**config.mk**
```make
export PLATFORM = sky130hd
export DESIGN_NAME = fifo_wr_arbiter_flat
export DESIGN_NICKNAME = d
export VERILOG_FILES = /design/src/rtl/fifo_wr_arbiter_pkg.sv /design/src/rtl/fifo_wr_arbiter_if.sv /design/src/rtl/fifo_wr_arbiter_rr_pick.sv /design/src/rtl/fifo_wr_arbiter.sv /design/src/flat_wrapper.sv
export SDC_FILE = /design/constraint.sdc
export NUM_CORES = 1
export LEC_CHECK = 0
export BUFFER_PORTS_ARGS = -buffer_cell sky130_fd_sc_hd__buf_4
export CAP_MARGIN = 30
export CORE_ASPECT_RATIO = 0.8
export CORE_MARGIN = 2
export CORE_UTILIZATION = 40
export CTS_BUF_LIST = sky130_fd_sc_hd__clkbuf_8
export CTS_CLUSTER_DIAMETER = 120
export DETAILED_ROUTE_END_ITERATION = 8
export GPL_ROUTABILITY_DRIVEN = 0
export PLACE_DENSITY = 0.77
export SLEW_MARGIN = 20
export SYNTH_ARGS = -nofsm -noshare
export SYNTH_HDL_FRONTEND = slang
export SYNTH_SLANG_ARGS = --single-unit
```
**constraint.sdc**
```tcl
create_clock -name wr_clk -period 2.6 [get_ports wr_clk]
set_clock_uncertainty 0.05 [all_clocks]
set_input_delay 0.52 -clock wr_clk [delete_from_list [all_inputs] [get_ports wr_clk]]
set_output_delay 0.52 -clock wr_clk [all_outputs]
set_load 0.005 [all_outputs]
```
**src/rtl/fifo_wr_arbiter_pkg.sv**
```systemverilog
// fifo_arb_pkg -- shared types and defaults for the FIFO write-port arbiter.
//   arb_state_t : arbiter FSM state encoding (IDLE, BURST)
//   N_DEF, DW_DEF, MAX_BURST_DEF : default requester count, data width, burst cap
//   idx_w()     : width of an index into N requesters (at least 1 bit)
package fifo_arb_pkg;

  localparam int N_DEF         = 4;
  localparam int DW_DEF        = 8;
  localparam int MAX_BURST_DEF = 8;

  typedef enum logic [0:0] {
    IDLE  = 1'b0,
    BURST = 1'b1
  } arb_state_t;

  function automatic int idx_w(input int n);
    return (n > 1) ? $clog2(n) : 1;
  endfunction

endpackage

```
**src/rtl/fifo_wr_arbiter_if.sv**
```systemverilog
// fifo_wr_arbiter_if -- requester bundle plus FIFO write port of the arbiter.
//   req/req_valid/req_last/req_data : per-requester request, beat valid, last beat, data
//   ack/gnt                          : per-requester beat accept, registered ownership
//   full                             : FIFO full flag
//   wr_en/wr_data                    : FIFO write strobe and data
//   busy                             : arbiter is in a burst
// slave  : the arbiter side
// master : everything around it (requesters and FIFO)
interface fifo_wr_arbiter_if
  import fifo_arb_pkg::*;
#(
  parameter int N  = N_DEF,
  parameter int DW = DW_DEF
) ();

  logic [N-1:0]    req;
  logic [N-1:0]    req_valid;
  logic [N-1:0]    req_last;
  logic [N*DW-1:0] req_data;
  logic [N-1:0]    ack;
  logic [N-1:0]    gnt;
  logic            full;
  logic            wr_en;
  logic [DW-1:0]   wr_data;
  logic            busy;

  modport slave (
    input  req, req_valid, req_last, req_data, full,
    output ack, gnt, wr_en, wr_data, busy
  );

  modport master (
    output req, req_valid, req_last, req_data, full,
    input  ack, gnt, wr_en, wr_data, busy
  );

endinterface

```
**src/rtl/fifo_wr_arbiter_rr_pick.sv**
```systemverilog
// rr_pick -- combinational round-robin picker.
//   req        : request vector
//   last_owner : index of the previous owner; search starts just above it
//   onehot     : one-hot winner (zero when no request)
//   any        : at least one request present
module rr_pick
  import fifo_arb_pkg::*;
#(
  parameter  int N  = N_DEF,
  localparam int IW = idx_w(N)
) (
  input  logic [N-1:0]  req,
  input  logic [IW-1:0] last_owner,
  output logic [N-1:0]  onehot,
  output logic          any
);

  logic [N-1:0] w_hi_oh;
  logic [N-1:0] w_lo_oh;
  logic         w_hi_found;
  logic         w_lo_found;

  // Wrap-around search split in two: lowest request above last_owner wins,
  // otherwise the lowest request overall (the wrapped part).
  always_comb begin
    w_hi_oh    = '0;
    w_lo_oh    = '0;
    w_hi_found = 1'b0;
    w_lo_found = 1'b0;
    for (int i = 0; i < N; i++) begin
      if (req[i] && (IW'(i) > last_owner) && !w_hi_found) begin
        w_hi_oh[i] = 1'b1;
        w_hi_found = 1'b1;
      end
      if (req[i] && !w_lo_found) begin
        w_lo_oh[i] = 1'b1;
        w_lo_found = 1'b1;
      end
    end
  end

  assign onehot = w_hi_found ? w_hi_oh : w_lo_oh;
  assign any    = |req;

endmodule

```
**src/rtl/fifo_wr_arbiter.sv**
```systemverilog
// fifo_wr_arbiter -- N requesters share one FIFO write port, round-robin,
// one burst per grant, capped at MAX_BURST beats.
//   wr_clk : clock
//   wr_rst : synchronous active-high reset
//   bus    : fifo_wr_arbiter_if.slave (requests in, acks/grant/FIFO write out)
//
// state | meaning
// IDLE  | no owner; arbitrate among req, register the winner into gnt
// BURST | gnt owner transfers beats until last, MAX_BURST beats, or req drop
module fifo_wr_arbiter
  import fifo_arb_pkg::*;
#(
  parameter int N         = N_DEF,
  parameter int DW        = DW_DEF,
  parameter int MAX_BURST = MAX_BURST_DEF
) (
  input logic             wr_clk,
  input logic             wr_rst,
  fifo_wr_arbiter_if.slave bus
);

  localparam int             IW        = idx_w(N);
  localparam int             CW        = $clog2(MAX_BURST + 1);
  localparam logic [CW-1:0]  CNT_LAST  = CW'(MAX_BURST - 1);
  localparam logic [IW-1:0]  OWNER_RST = IW'(N - 1);

  arb_state_t    r_state;
  logic [N-1:0]  r_gnt;
  logic [CW-1:0] r_beat_cnt;
  logic [IW-1:0] r_owner;
  logic [IW-1:0] r_last_owner;

  arb_state_t    w_state_nxt;
  logic [N-1:0]  w_gnt_nxt;
  logic [CW-1:0] w_cnt_nxt;
  logic [IW-1:0] w_owner_nxt;
  logic [IW-1:0] w_last_owner_nxt;

  logic [N-1:0]  w_pick_oh;
  logic          w_pick_any;
  logic [IW-1:0] w_pick_idx;
  logic          w_beat;
  logic          w_owner_req;
  logic          w_owner_last;
  logic          w_release;
  logic [DW-1:0] w_wr_data;

  rr_pick #(.N(N)) u_rr_pick (
    .req        (bus.req),
    .last_owner (r_last_owner),
    .onehot     (w_pick_oh),
    .any        (w_pick_any)
  );

  always_comb begin
    w_pick_idx = '0;
    for (int i = 0; i < N; i++) begin
      if (w_pick_oh[i]) w_pick_idx = IW'(i);
    end
  end

  assign w_beat       = (|(r_gnt & bus.req_valid)) && !bus.full;
  assign w_owner_req  = |(r_gnt & bus.req);
  assign w_owner_last = |(r_gnt & bus.req_valid & bus.req_last);
  // Last beat and burst cap landing on the same beat collapse into one release.
  assign w_release    = (w_beat && (w_owner_last || (r_beat_cnt == CNT_LAST)))
                        || !w_owner_req;

  always_ff @(posedge wr_clk) begin
    if (wr_rst) begin
      r_state      <= IDLE;
      r_gnt        <= '0;
      r_beat_cnt   <= '0;
      r_owner      <= '0;
      r_last_owner <= OWNER_RST;
    end else begin
      r_state      <= w_state_nxt;
      r_gnt        <= w_gnt_nxt;
      r_beat_cnt   <= w_cnt_nxt;
      r_owner      <= w_owner_nxt;
      r_last_owner <= w_last_owner_nxt;
    end
  end

  always_comb begin
    w_state_nxt      = r_state;
    w_gnt_nxt        = r_gnt;
    w_cnt_nxt        = r_beat_cnt;
    w_owner_nxt      = r_owner;
    w_last_owner_nxt = r_last_owner;
    case (r_state)
      IDLE: begin
        if (w_pick_any) begin
          w_state_nxt = BURST;
          w_gnt_nxt   = w_pick_oh;
          w_cnt_nxt   = '0;
          w_owner_nxt = w_pick_idx;
        end
      end
      BURST: begin
        // A full FIFO freezes the burst entirely, including a req drop.
        if (!bus.full) begin
          if (w_beat) w_cnt_nxt = r_beat_cnt + 1'b1;
          if (w_release) begin
            w_state_nxt      = IDLE;
            w_gnt_nxt        = '0;
            w_cnt_nxt        = '0;
            w_last_owner_nxt = r_owner;
          end
        end
      end
      default: w_state_nxt = IDLE;
    endcase
  end

  // Outputs are forced low while wr_rst is high so a reset landing mid-burst
  // cannot push one more beat into the FIFO.
  always_comb begin
    w_wr_data = '0;
    for (int i = 0; i < N; i++) begin
      if (r_gnt[i]) w_wr_data = bus.req_data[i*DW +: DW];
    end
    bus.wr_en   = w_beat && !wr_rst;
    bus.ack     = {N{w_beat && !wr_rst}} & r_gnt;
    bus.busy    = (r_state == BURST) && !wr_rst;
    bus.wr_data = wr_rst ? '0 : w_wr_data;
    bus.gnt     = r_gnt;
  end

endmodule

```
**src/flat_wrapper.sv**
```systemverilog
// flat-port wrapper written by rule: the top's interface ports become plain ports
module fifo_wr_arbiter_flat import fifo_arb_pkg::*;
#(
  parameter int N         = N_DEF,
  parameter int DW        = DW_DEF,
  parameter int MAX_BURST = MAX_BURST_DEF
)
  (wr_clk, wr_rst, bus_req, bus_req_valid, bus_req_last, bus_req_data, bus_full, bus_ack, bus_gnt, bus_wr_en, bus_wr_data, bus_busy);
  fifo_wr_arbiter_if #(.N(N), .DW(DW)) bus_i ();
  input logic wr_clk;
  input logic wr_rst;
  input wire logic [$bits(bus_i.req)-1:0] bus_req;
  input wire logic [$bits(bus_i.req_valid)-1:0] bus_req_valid;
  input wire logic [$bits(bus_i.req_last)-1:0] bus_req_last;
  input wire logic [$bits(bus_i.req_data)-1:0] bus_req_data;
  input wire logic [$bits(bus_i.full)-1:0] bus_full;
  output wire logic [$bits(bus_i.ack)-1:0] bus_ack;
  output wire logic [$bits(bus_i.gnt)-1:0] bus_gnt;
  output wire logic [$bits(bus_i.wr_en)-1:0] bus_wr_en;
  output wire logic [$bits(bus_i.wr_data)-1:0] bus_wr_data;
  output wire logic [$bits(bus_i.busy)-1:0] bus_busy;
  assign bus_i.req = bus_req;
  assign bus_i.req_valid = bus_req_valid;
  assign bus_i.req_last = bus_req_last;
  assign bus_i.req_data = bus_req_data;
  assign bus_i.full = bus_full;
  assign bus_ack = bus_i.ack;
  assign bus_gnt = bus_i.gnt;
  assign bus_wr_en = bus_i.wr_en;
  assign bus_wr_data = bus_i.wr_data;
  assign bus_busy = bus_i.busy;
  fifo_wr_arbiter #(.N(N), .DW(DW), .MAX_BURST(MAX_BURST)) u_core (.wr_clk(wr_clk), .wr_rst(wr_rst), .bus(bus_i));
endmodule
```
* After elaboration in Yosys (flattened, before gate mapping)
Index checks and enable logic that the tools add are counted.
** Operators by class
- Add/sub/neg operators :: 1
- $mul :: 0
- Div/mod/pow operators :: 0
- $lt $le $gt $ge :: 4
- Equality and inequality tests :: 5
- Shifts and indexed selects :: 0
- Mux-type cells :: 35
- Bitwise operators :: 6
- Reduce and logical (&&, ||, !) cells :: 33
** Operators with widths (count)
- 8-bit two-way mux :: 5
- 4-bit two-way mux :: 8
- 1-bit two-way mux :: 17
- 4-bit AND :: 4
- 4-bit one-hot mux with 2 select lines :: 2
- 4-bit OR reduction :: 4
- 1-bit logical AND :: 14
- 1-bit zero test :: 9
- 3-bit AND reduction :: 3
- 2-bit != test (second input constant) :: 3
- 4-bit by 1-bit adder with 4-bit output (second input constant) :: 1
- 4-bit by 3-bit equality test with 1-bit output (second input constant) :: 1
- 1-bit by 2-bit greater-than comparator with 1-bit output (first input constant) :: 2
- 2-bit greater-than comparator (first input constant) :: 2
- 2-bit two-way mux :: 2
- 3-bit != test (second input constant) :: 1
- 1-bit logical OR :: 2
- 1-bit NOT :: 2
- 1-bit one-hot mux with 2 select lines :: 1
- 2-bit AND reduction :: 1
** Storage, ports and cells
- Register bits after elaboration :: 13
- Bits in latches :: 0
- Memory bits (writable) :: 0
- Bits in read-only memories :: 0
- Input port bits :: 47
- Output and inout port bits :: 18
- Memories :: 0

* Depth between registers and ports, before layout
Gate-level depths: netlist of run 1.
- Word-level depth :: 16
- Gate-level depth with buffers :: 6
- Depth with buffers taken out :: 6

* Modules after synthesis
A second synthesis of run 1 with hierarchy kept.
** Unflattened totals
- Cell total of the unflattened synthesis :: 147
- Area, all modules :: 1053.5 µm²
** By module, submodules not included
- fifo_wr_arbiter :: instances 1, cells each 129, area each 939.7 µm², sequential area each 260.2 µm²
- rr_pick :: instances 1, cells each 18, area each 113.9 µm², sequential area each 0.0 µm²

* Worst setup path before layout of run 1
OpenSTA, ideal clock, no wires.
- Path type :: input to register
- From :: input bus_req[0]
- To :: register u_core.r_beat_cnt[3]
- Library setup time :: 0.074 ns
- Arrival :: 1.908 ns
- Data required time :: 2.476 ns
- Slack :: 0.568 ns
- Cell stages on the path :: 5
- Buffers on the path :: 0
- Path through :: a22o_1 a221oi_2 or4_4 or4_1 a31oi_1
** Between the ends
- Cells in the longest elaborated chain, start to end :: 7
- Elaborated cells on any way between the ends :: 11
- Classes of those cells :: eq/ne (2); mux (3); bitwise (1); reduce/logical (5)
** Ends and longest elaborated chain
- start, declared :: line flat_wrapper.sv:12 : input wire logic [$bits(bus_i.req)-1:0] bus_req;
- 4-bit AND :: line fifo_wr_arbiter.sv:63 : assign w_owner_req = |(r_gnt & bus.req);
- 4-bit OR reduction :: line fifo_wr_arbiter.sv:63
- 1-bit zero test :: line fifo_wr_arbiter.sv:67 : || !w_owner_req;
- 1-bit logical OR :: line fifo_wr_arbiter.sv:67
- 4-bit two-way mux :: line fifo_wr_arbiter.sv:104 : if (w_release) begin
- 4-bit two-way mux :: line fifo_wr_arbiter.sv:102 : if (!bus.full) begin
- 4-bit one-hot mux with 2 select lines :: line fifo_wr_arbiter.sv:91 : case (r_state)
- end signal, assigned :: line fifo_wr_arbiter.sv:79 : r_beat_cnt <= w_cnt_nxt;
- end, declared :: line fifo_wr_arbiter.sv:29 : logic [CW-1:0] r_beat_cnt;
Several ways; a longest one is shown, not always the timed one. The select of a mux whose other input is x is not followed.
A chain may end at the register's enable or synchronous reset.

* Final worst setup path of run 1
- From :: register u_core.r_gnt[2] (netlist: u_core.bus.gnt[2])
- To :: output bus_ack[0]
** Between the ends
- Cells in the longest elaborated chain, start to end :: 5
** Ends and longest elaborated chain
- start, declared :: line fifo_wr_arbiter.sv:28 : logic [N-1:0] r_gnt;
- start signal, assigned :: line fifo_wr_arbiter.sv:78 : r_gnt <= w_gnt_nxt;
- 4-bit AND :: line fifo_wr_arbiter.sv:62 : assign w_beat = (|(r_gnt & bus.req_valid)) && !bus.full;
- 4-bit OR reduction :: line fifo_wr_arbiter.sv:62
- 1-bit logical AND :: line fifo_wr_arbiter.sv:62
- 1-bit logical AND :: line fifo_wr_arbiter.sv:124 : bus.ack = {N{w_beat && !wr_rst}} & r_gnt;
- 4-bit AND :: line fifo_wr_arbiter.sv:124
- end, declared :: line flat_wrapper.sv:17 : output wire logic [$bits(bus_i.ack)-1:0] bus_ack;
No other way between the ends.

==> results_dict.tcl, run 1 <==
set metrics [dict create \
    status "finished clean" \
    coreArea_um2 2422 \
    max_slew_margin_pct 67.05 \
    fmax_mhz 417.5 \
    nNetsFinal 256 \
    critPathKind "register to output pin" \
    drcViolationCount 0 \
    tns_ns 0 \
    synth_top_area_share_pct 25.65 \
    critical_path.startpoint "u_core.bus.gnt[2]$_SDFFE_PP0P_" \
    rsz0062_at_grt "no" \
    async_flop_share_pct 0 \
    die_w_um 60.31 \
    overflow 0 \
    drtIter0Drc 79 \
    yosysMostFrequentCell "nor2_1" \
    dp_hpwl_mm 2.770 \
    wl_per_cell_um 14.58 \
    routed_wl_mm 3.542 \
    synthTopCellsByCount "nor2_1 (21), a21oi_1 (14), dfxtp_1 (13)" \
    worstSkewPairLatency_ns 0.25 \
    fin_crit_sh_pct 92.11 \
    reg2reg_from "u_core.bus.gnt[2]$_SDFFE_PP0P_" \
    cts_buffers 3 \
    cts_tree "done" \
    io_pins 65 \
    syn_inst 143 \
    period_needed_ns 2.395 \
    worstPathArrival_ns 1.82 \
    drv_slew 0 \
    cts_setup_buffers 0 \
    hold_path_class "register to register" \
    peakVddDrop_uv 398.8 \
    track_usage_pct 24.72 \
    ys_seq_elements 13 \
    finalNonFillerCells 243 \
    setup_violations 0 \
    via_per_inst 5.654 \
    cp_max_fo 12 \
    firstDrtPassIters 4 \
    grt_pass1_vias 1261 \
    rows 16 \
    dp.cells 239 \
    synth_area_leaders "dfxtp_1 (26%), nor2_1 (7.8%), a21oi_1 (6.9%)" \
    synth-edff-count 0 \
    grt_pass1_wl_mm 5.671 \
    synth.cell_area_um2 1015 \
    dieArea_um2 2958 \
    critPathRequiredTime_ns 2.03 \
    multi_input_area_um2 719.4 \
    ys.warnings.count 0 \
    cp-start-kind "register" \
    yosysTopAreaCell "dfxtp_1" \
    min_from "u_core.r_owner[1]$_SDFFE_PP0P_" \
    hold_ws_ns 0.4265 \
    syn_to_final_growth_pct 56.47 \
    start_util_pct 41.89 \
    regArea_um2 260.3 \
    grt_max_degree 23 \
    clock_path_buffers 2 \
    cts_root_buf "clkbuf_8" \
    cts.sinks 13 \
    finalHoldViolCount 0 \
    leakagePower_nw 0.7049 \
    drv_cap 0 \
    n_antenna_cell 0 \
    antenna_left 0 \
    port_buffers 64 \
    vias 1374 \
    antenna_found_initial 0 \
    worstMarginPinSlew_ns 0.4901 \
    nFillCells 209 \
    drive_gt1_share_pct 37.20 \
    end_kind "output pin" \
    die_h_um 49.05 \
    clk_pin_slew_worst_paths_ns 0.06 \
    syn-num-nets 191 \
    ys_seq_area_share_pct 25.65 \
    pwr_density_cell_nw_per_um2 395.8 \
    synth.distinct_cells 40 \
    syn_avg_cell_area_um2 7.096 \
    synth-main-ff-cell "dfxtp_1" \
    htree_levels 1 \
]
==> area by class of cell <==
type | instances | area share, %
Timing Repair Buffer | 68 | 32.15
Inverter | 2 | 0.4728
Multi-Input combinational cell | 120 | 45.31
Clock inverter | 1 | 0.2364
Sequential cell | 13 | 16.39
Clock buffer | 3 | 2.600
Tap cell | 36 | 2.837
==> cell families (layout without fill, tap and decap cells) <==
| kind of cell | after synthesis | count (layout) | synth area share, % |
|---|---|---|---|
| multiplexers | 1 | 1 | 0.9865 |
| AND/OR/NAND/NOR | 73 | 73 | 37.36 |
| flip-flops | 13 | 13 | 25.65 |
| adder cells (fa/ha/maj) | 1 | 1 | 1.233 |
| buffers and inverters | 10 | 74 | 3.700 |
| AO/OA/AOI/OAI | 45 | 45 | 31.07 |
==> through the flow <==
stage	cell area (um^2)	util (%)	power [mW]	setup WS [ns]
CTS	1585	65.44	0.6259	0.1579
floorplan	1015	-	0.3352	0.5677
detailed placement	1540	63.58	0.4466	0.3661
global route	1588	65.55	0.6640	0.07148
global placement	1540	63.58	0.4380	0.4068
finish	1588	65.55	0.6284	0.2051
==> sequential cells by signal, summed over array words and instances (netlist names) <==
register,cells
u_core.r_last_owner,2
u_core.bus.gnt,4
u_core.r_state,1
u_core.r_owner,2
u_core.r_beat_cnt,4
==> per-layer routing <==
layer / vias to the layer above / share of wire [%] / global-route usage [%]
li1: 675 / - / -
met1: 645 / 43 / 34.04
met5: - / 0 / 0
met4: 0 / 0.28 / 2.963
met3: 2 / 7.5 / 5.570
met2: 52 / 49 / 40.22
==> repair_timing <==
item / 4_1_cts / 5_1_grt
endpoints found under the setup margin: 0 / 1
gates resized for setup: 0 / 1
endpoints found under the hold margin: 0 / 0
hold buffers: 0 / 0
==> power breakdown <==
group	switching, mW	internal [mW]	total, mW
Sequential	0.0178	0.211	0.229
Clock	0.0779	0.104	0.182
Combinational	0.100	0.117	0.217
Total	0.196	0.432	0.628
==> worst paths after layout <==
| kind | slack [ns] | cells after the start | end |
|---|---|---|---|
| setup / recovery | 0.21 | 5 | bus_ack[0] |
| hold / removal | 0.43 | 1 | u_core.r_last_owner[1]$_SDFFE_PP1P_ |
| setup reg to reg | 0.42 | 5 | u_core.r_beat_cnt[3]$_SDFFE_PP0P_ |
| hold reg to reg | 0.43 | 1 | u_core.r_last_owner[1]$_SDFFE_PP1P_ |
==> layout by cell type (no fill, tap or decap), types with 2 or more instances in the layout <==
| cell | count |
|---|---|
| nand2_1 | 9 |
| nor3_1 | 10 |
| a32o_1 | 2 |
| a21oi_1 | 14 |
| o2bb2ai_1 | 3 |
| nand3_1 | 8 |
| a31oi_1 | 4 |
| nor2b_1 | 8 |
| buf_4 | 68 |
| dfxtp_1 | 13 |
| clkbuf_8 | 3 |
| a221oi_1 | 8 |
| inv_1 | 3 |
| nor2_1 | 21 |
| o21ai_0 | 4 |
| and2_1 | 4 |
==> worst max-delay path, cell delays in order, from the launching register on <==
cell and delay (ns):
dfxtp_1 0.54, nand2_1 0.12, and4_1 0.23, nor3_1 0.39
and2_1 0.20, buf_4 0.10
(Power assumes the default switching activity.)
==> run 2: changes to the inputs <==
--- a/config.mk
+++ b/config.mk
@@ -5,6 +5,7 @@
 export SDC_FILE = /design/constraint.sdc
 export NUM_CORES = 1
 export LEC_CHECK = 0
+export ABC_AREA = 1
 export BUFFER_PORTS_ARGS = -buffer_cell sky130_fd_sc_hd__buf_4
 export CAP_MARGIN = 30
 export CORE_ASPECT_RATIO = 0.8
@@ -14,7 +15,7 @@
 export CTS_CLUSTER_DIAMETER = 120
 export DETAILED_ROUTE_END_ITERATION = 8
 export GPL_ROUTABILITY_DRIVEN = 0
-export PLACE_DENSITY = 0.77
+export PLACE_DENSITY = 0.79
 export SLEW_MARGIN = 20
 export SYNTH_ARGS = -nofsm -noshare
 export SYNTH_HDL_FRONTEND = slang
==> constraint.sdc (replaced) <==
create_clock -name wr_clk -period 2.17 [get_ports wr_clk]
set_clock_uncertainty 0.05 [all_clocks]
set_input_delay 0.434 -clock wr_clk [delete_from_list [all_inputs] [get_ports wr_clk]]
set_output_delay 0.434 -clock wr_clk [all_outputs]
set_load 0.005 [all_outputs]
==> run 2 against run 1 <==
Compared with the run above: final area up 3.5%; register-to-register slack improved by 0.24 ns; clock power is 16% higher; synthesized area increased by 5.1%; largest cell class unchanged.
==> results_dict.tcl, run 2 <==
set metrics [dict create \
    synth-main-ff-cell "dfxtp_1" \
    wl_per_cell_um 12.25 \
    ys_seq_area_share_pct 24.41 \
    grt_pass1_vias 1162 \
    drcViolationCount 0 \
    peakVddDrop_uv 541.1 \
    period_needed_ns 1.960 \
    synth.distinct_cells 25 \
    synthAdderAreaFrac_pct 1.174 \
    fmax_mhz 510.1 \
    firstDrtPassIters 4 \
    final_common_cell "buf_4" \
    nFillCells 259 \
    end_kind "output pin" \
    yosys.area_share.simple_pct 35.33 \
    yosysTopAreaCell "dfxtp_1" \
    synth_top_family_by_area "simple AND/OR/NAND/NOR gates" \
    hold_path_class "input pin to register" \
    track_usage_pct 22.64 \
    grt_pass1_wl_mm 5.313 \
    ys_seq_elements 13 \
    cts_root_buf "clkbuf_8" \
    drtIter0Drc 106 \
    syn-num-nets 233 \
    pwr_density_cell_nw_per_um2 505.9 \
    drive_gt1_share_pct 34.26 \
    final_cell_mix "buf_4 (67), nor2_1 (31), nand2_1 (30)" \
    worstMarginPinSlew_ns 0.3799 \
    yosysMostFrequentCell "nor2_1" \
    leakagePower_nw 0.8229 \
    rsz0062_at_grt "no" \
    multi_input_area_um2 699.4 \
    hold_ws_ns 0.3936 \
    synth-compound-area-share_pct 28.29 \
    antenna_found_initial 0 \
    synth.cell_area_um2 1066 \
    htree_levels 1 \
    max_slew_margin_pct 74.64 \
    synth_top_area_share_pct 24.41 \
    antenna_left 0 \
    synth-edff-count 0 \
    io_pins 65 \
    rows 16 \
    clock_path_buffers 2 \
    dp_hpwl_mm 2.725 \
    nNetsFinal 300 \
    n_antenna_cell 0 \
    status "finished clean" \
    drv_slew 0 \
    die_h_um 50.18 \
    routed_wl_mm 3.516 \
    cp-start-kind "register" \
    syn_inst 185 \
    syn_to_final_growth_pct 54.11 \
    finalHoldViolCount 0 \
    drv_cap 0 \
    ys.warnings.count 0 \
    worstPathArrival_ns 1.48 \
    synthTopCellsByCount "nor2_1 (31), nand2_1 (30), o21ai_0 (28)" \
    cts_buffers 3 \
    critPathKind "register to output pin" \
    synthXorXnorAreaFrac_pct 0.8216 \
    cp_max_fo 13 \
    regArea_um2 262.8 \
    die_w_um 61.72 \
    coreArea_um2 2482 \
    synth_area_leaders "dfxtp_1 (24%), o21ai_0 (13%), nor2_1 (11%)" \
    cts_tree "done" \
    vias 1430 \
    grt_max_degree 18 \
    via_per_inst 4.983 \
    overflow 0 \
    syn_avg_cell_area_um2 5.762 \
    synth.area.mux_share_pct 0 \
    tns_ns 0 \
    fin_crit_sh_pct 90.33 \
    dieArea_um2 3097 \
    cts.sinks 13 \
    setup_violations 0 \
    port_buffers 64 \
    start_util_pct 42.94 \
    clk_pin_slew_worst_paths_ns 0.06 \
    critPathRequiredTime_ns 1.69 \
    async_flop_share_pct 0 \
    worstSkewPairLatency_ns 0.24 \
]
==> run 2: cell types whose count changed after synthesis, moves of 4 or more <==
cell | previous run | this run
nand3_1 | 8 | 12
and2_1 | 4 | 0
nand2_2 | 0 | 4
a31oi_1 | 4 | 0
a221oi_1 | 8 | 0
o21ai_0 | 4 | 28
nor3_1 | 10 | 1
nor2b_1 | 9 | 0
inv_1 | 2 | 18
nand2_1 | 9 | 30
a21oi_1 | 14 | 23
nor2_1 | 21 | 31
==> run 2: path summary, 6_finish.rpt <==
| kind | from | end | slack (ns) | depth (start not counted) |
|---|---|---|---|---|
| worst max-delay path | u_core.bus.gnt[1]$_SDFFE_PP0P_ | bus_ack[3] | 0.21 | 8 |
| worst min-delay path | wr_rst | u_core.bus.gnt[0]$_SDFFE_PP0P_ | 0.39 | 2 |
| worst max register to register | u_core.r_beat_cnt[0]$_SDFFE_PP0P_ | u_core.r_last_owner[1]$_SDFFE_PP1P_ | 0.66 | 8 |
| worst min register to register | u_core.r_owner[0]$_SDFFE_PP0P_ | u_core.r_last_owner[0]$_SDFFE_PP1P_ | 0.45 | 2 |
==> run 2: routing by layer <==
metal	routed length, um	part of all wire [%]	global-route usage (%)
met1	1636	47	33.07
met2	1637	47	33.33
met3	218	6.2	6.701
met4	23	0.65	3.546
met5	0	0	0
==> run 2: power by group <==
part	switching, mW	internal (mW)
registers	0.0244	0.263
clock network	0.0863	0.125
logic	0.174	0.158
total	0.284	0.547
==> run 2: kinds of logic after synthesis <==
| family | after synthesis |
|---|---|
| XOR/XNOR | 1 |
| AND/OR/NAND/NOR | 85 |
| AO/OA/AOI/OAI | 58 |
| flip-flops | 13 |
| buffers and inverters | 27 |
| adder cells (fa/ha/maj) | 1 |
==> run 2: layout make-up <==
class | instances | area share [%]
Multi-Input combinational cell | 145 | 42.57
Clock buffer | 3 | 2.513
Clock inverter | 1 | 0.2285
Sequential cell | 13 | 15.99
Inverter | 21 | 5.027
Timing Repair Buffer | 68 | 30.92
Tap cell | 36 | 2.742
==> run 2: metrics by stage <==
stage                     std cells  utilization (%)  cell area (um^2)  setup slack [ns]  total power [mW]
after CTS                       284            65.12              1617           0.07835            0.8279
final                           287            66.18              1643            0.2097            0.8311
after global routing            287            66.18              1643           0.02819            0.8925
after floorplan                 185                -              1066            0.6302            0.4673
after detailed placement        280            63.31              1572            0.3458            0.6154
after global placement          280            63.31              1572            0.3623            0.6136
==> run 2: worst max-delay path: stages, from the launching register on <==
cell and delay [ns]:
dfxtp_1 0.33, buf_4 0.19, nand2_1 0.07, nand2_1 0.09, o21ai_2 0.08, nor2_1 0.12
inv_1 0.12, nor2_1 0.11, buf_4 0.12
==> run 2: repair_timing <==
action | 4_1_cts | 5_1_grt
buffers inserted | 0 | 3
resized for setup | 0 | 3
endpoints found under the setup margin | 0 | 10
hold buffers | 0 | 0
==> run 3: changes to the inputs <==
--- a/config.mk
+++ b/config.mk
@@ -16,6 +16,7 @@
 export DETAILED_ROUTE_END_ITERATION = 8
 export GPL_ROUTABILITY_DRIVEN = 0
 export PLACE_DENSITY = 0.79
+export RECOVER_POWER = 50
 export SLEW_MARGIN = 20
 export SYNTH_ARGS = -nofsm -noshare
 export SYNTH_HDL_FRONTEND = slang
==> run 3 against run 2 <==
Compared with the run above: largest power group unchanged; maximum frequency hardly changed; critical path type unchanged; setup slack gained 0.00068 ns; first-iteration DRC count shrank 19%; total power down 1.2%; global-route usage stayed put; routed wire length is 0.57% lower; register-to-register slack worse by 0.11 ns; sequential share of layout area rose by 0.17 points; combinational power down 3%.
==> results_dict.tcl, run 3 (synthesis results as in run 2) <==
set metrics [dict create \
    firstDrtPassIters 4 \
    clk_pin_slew_worst_paths_ns 0.05 \
    fin_crit_sh_pct 90.30 \
    track_usage_pct 22.64 \
    via_per_inst 4.997 \
    critPathKind "register to output pin" \
    io_pins 65 \
    grt_pass1_vias 1162 \
    hold_path_class "input pin to register" \
    final_core_util_pct 65.47 \
    peakVddDrop_uv 538.4 \
    n_antenna_cell 0 \
    overflow 0 \
    hold_ws_ns 0.3984 \
    wl_per_cell_um 12.18 \
    grt_pass1_wl_mm 5.313 \
    end_kind "output pin" \
    finalHoldViolCount 0 \
    leakagePower_nw 0.8198 \
    routed_wl_mm 3.496 \
    crit_family "buffers and inverters" \
    clock_path_buffers 2 \
    worstMarginPinSlew_ns 0.4225 \
    drv_slew 0 \
    status "finished clean" \
    period_needed_ns 1.960 \
    critPathRequiredTime_ns 1.69 \
    cts.sinks 13 \
    cp_max_fo 13 \
    pwr_density_cell_nw_per_um2 505.1 \
    rsz0062_at_grt "no" \
    cp-start-kind "register" \
    worst_path_max_delay_cell "dfxtp_1" \
    syn_to_final_growth_pct 52.46 \
    die_h_um 50.18 \
    tns_ns 0 \
    dieArea_um2 3097 \
    cts_root_buf "clkbuf_8" \
    drtIter0Drc 86 \
    dp_hpwl_mm 2.725 \
    final_cell_mix "buf_4 (66), nor2_1 (32), nand2_1 (32)" \
    final_common_cell "buf_4" \
    antenna_found_initial 0 \
    htree_levels 1 \
    fmax_mhz 510.3 \
    setup_violations 0 \
    path_buf_inv 3 \
    drv_cap 0 \
    worstSkewPairLatency_ns 0.24 \
    grt_max_degree 18 \
    die_w_um 61.72 \
    rows 16 \
    coreArea_um2 2482 \
    max_slew_margin_pct 71.62 \
    drive_gt1_share_pct 31.87 \
    worst_slack_ns 0.2104 \
    cts_tree "done" \
    ctsHoldBuffers 0 \
    antenna_left 0 \
    port_buffers 64 \
    nNetsFinal 300 \
    vias 1434 \
    cts_buffers 3 \
    post-place-ws_ns 0.3458 \
    path_cells "buf_4 > nand2_1 > nand2_1 > o21ai_2 > nor2_1 > inv_1 > nor2_1 > buf_4" \
    start_util_pct 42.94 \
    cp_slowest_stage_delay_ns 0.33 \
    drcViolationCount 0 \
    worstPathArrival_ns 1.48 \
]
## run 3: cell types whose count changed in the layout (fill, tap and decap cells not counted)
cell      previous run  this run
nand2_2              4         2
buf_4               67        66
nand3_1             12        13
o21ai_1              3         2
nand3_2              1         0
nor2_1              31        32
nand2_1             30        32
nor2_2               2         1
o21ai_0             28        29
nor3_2               1         0
inv_2                2         1
inv_1               18        19
nor3_1               1         2
clkbuf_4             0         1
## run 3: stage by stage
stage / instances / power (mW) / instance area [um^2]
2_1_floorplan: 185 / 0.4673 / 1066
3_3_place_gp: 280 / 0.6136 / 1572
3_5_place_dp: 280 / 0.6154 / 1572
4_1_cts: 284 / 0.8279 / 1617
5_1_grt: 287 / 0.8839 / 1625
6_report: 287 / 0.8210 / 1625
## run 3: repair_timing
item | 4_1_cts | 5_1_grt
setup endpoints to repair | 0 | 10
buffers inserted | 0 | 3
gates resized for setup | 0 | 3
## run 3: power by group
group / internal [mW] / leakage [nW] / switching [mW]
Combinational: 0.155 / 0.685 / 0.168
Sequential: 0.263 / 0.108 / 0.0238
Clock: 0.125 / 0.0269 / 0.0855
Total: 0.543 / 0.820 / 0.278
## run 3: worst register-to-register path: cells and delay by family, from the launching register on
family | cells | cell delay [ns]
simple gates | 6 | 0.83
flops | 1 | 0.31
buf+inv | 2 | 0.24
compound gates | 1 | 0.08
## run 3: path summary, 6_finish.rpt
check	startpoint	endpoint	slack [ns]	cells past startpoint
hold / removal	wr_rst	u_core.bus.gnt[0]$_SDFFE_PP0P_	0.40	2
setup reg to reg	u_core.bus.gnt[1]$_SDFFE_PP0P_	u_core.bus.gnt[2]$_SDFFE_PP0P_	0.55	9
hold reg to reg	u_core.r_owner[0]$_SDFFE_PP0P_	u_core.r_last_owner[0]$_SDFFE_PP1P_	0.45	2
setup / recovery	u_core.bus.gnt[1]$_SDFFE_PP0P_	bus_ack[3]	0.21	8
## run 3: per-layer routing
layer | vias up | track usage (%) | part of all wire (%)
met5 | - | 0 | 0
met4 | 0 | 3.546 | 0.66
met3 | 4 | 6.701 | 6.2
met2 | 41 | 33.33 | 48
met1 | 646 | 33.07 | 45
li1 | 743 | - | -
## run 3: layout make-up
cell class,count,area [um^2]
sequential,13,262.8
fill,263,857.1
timing repair buffer,68,508.0
tap,36,45.04
inverter,21,82.58
clock buffer,3,41.29
clock inverter,1,3.754
multi-input combinational,145,681.9
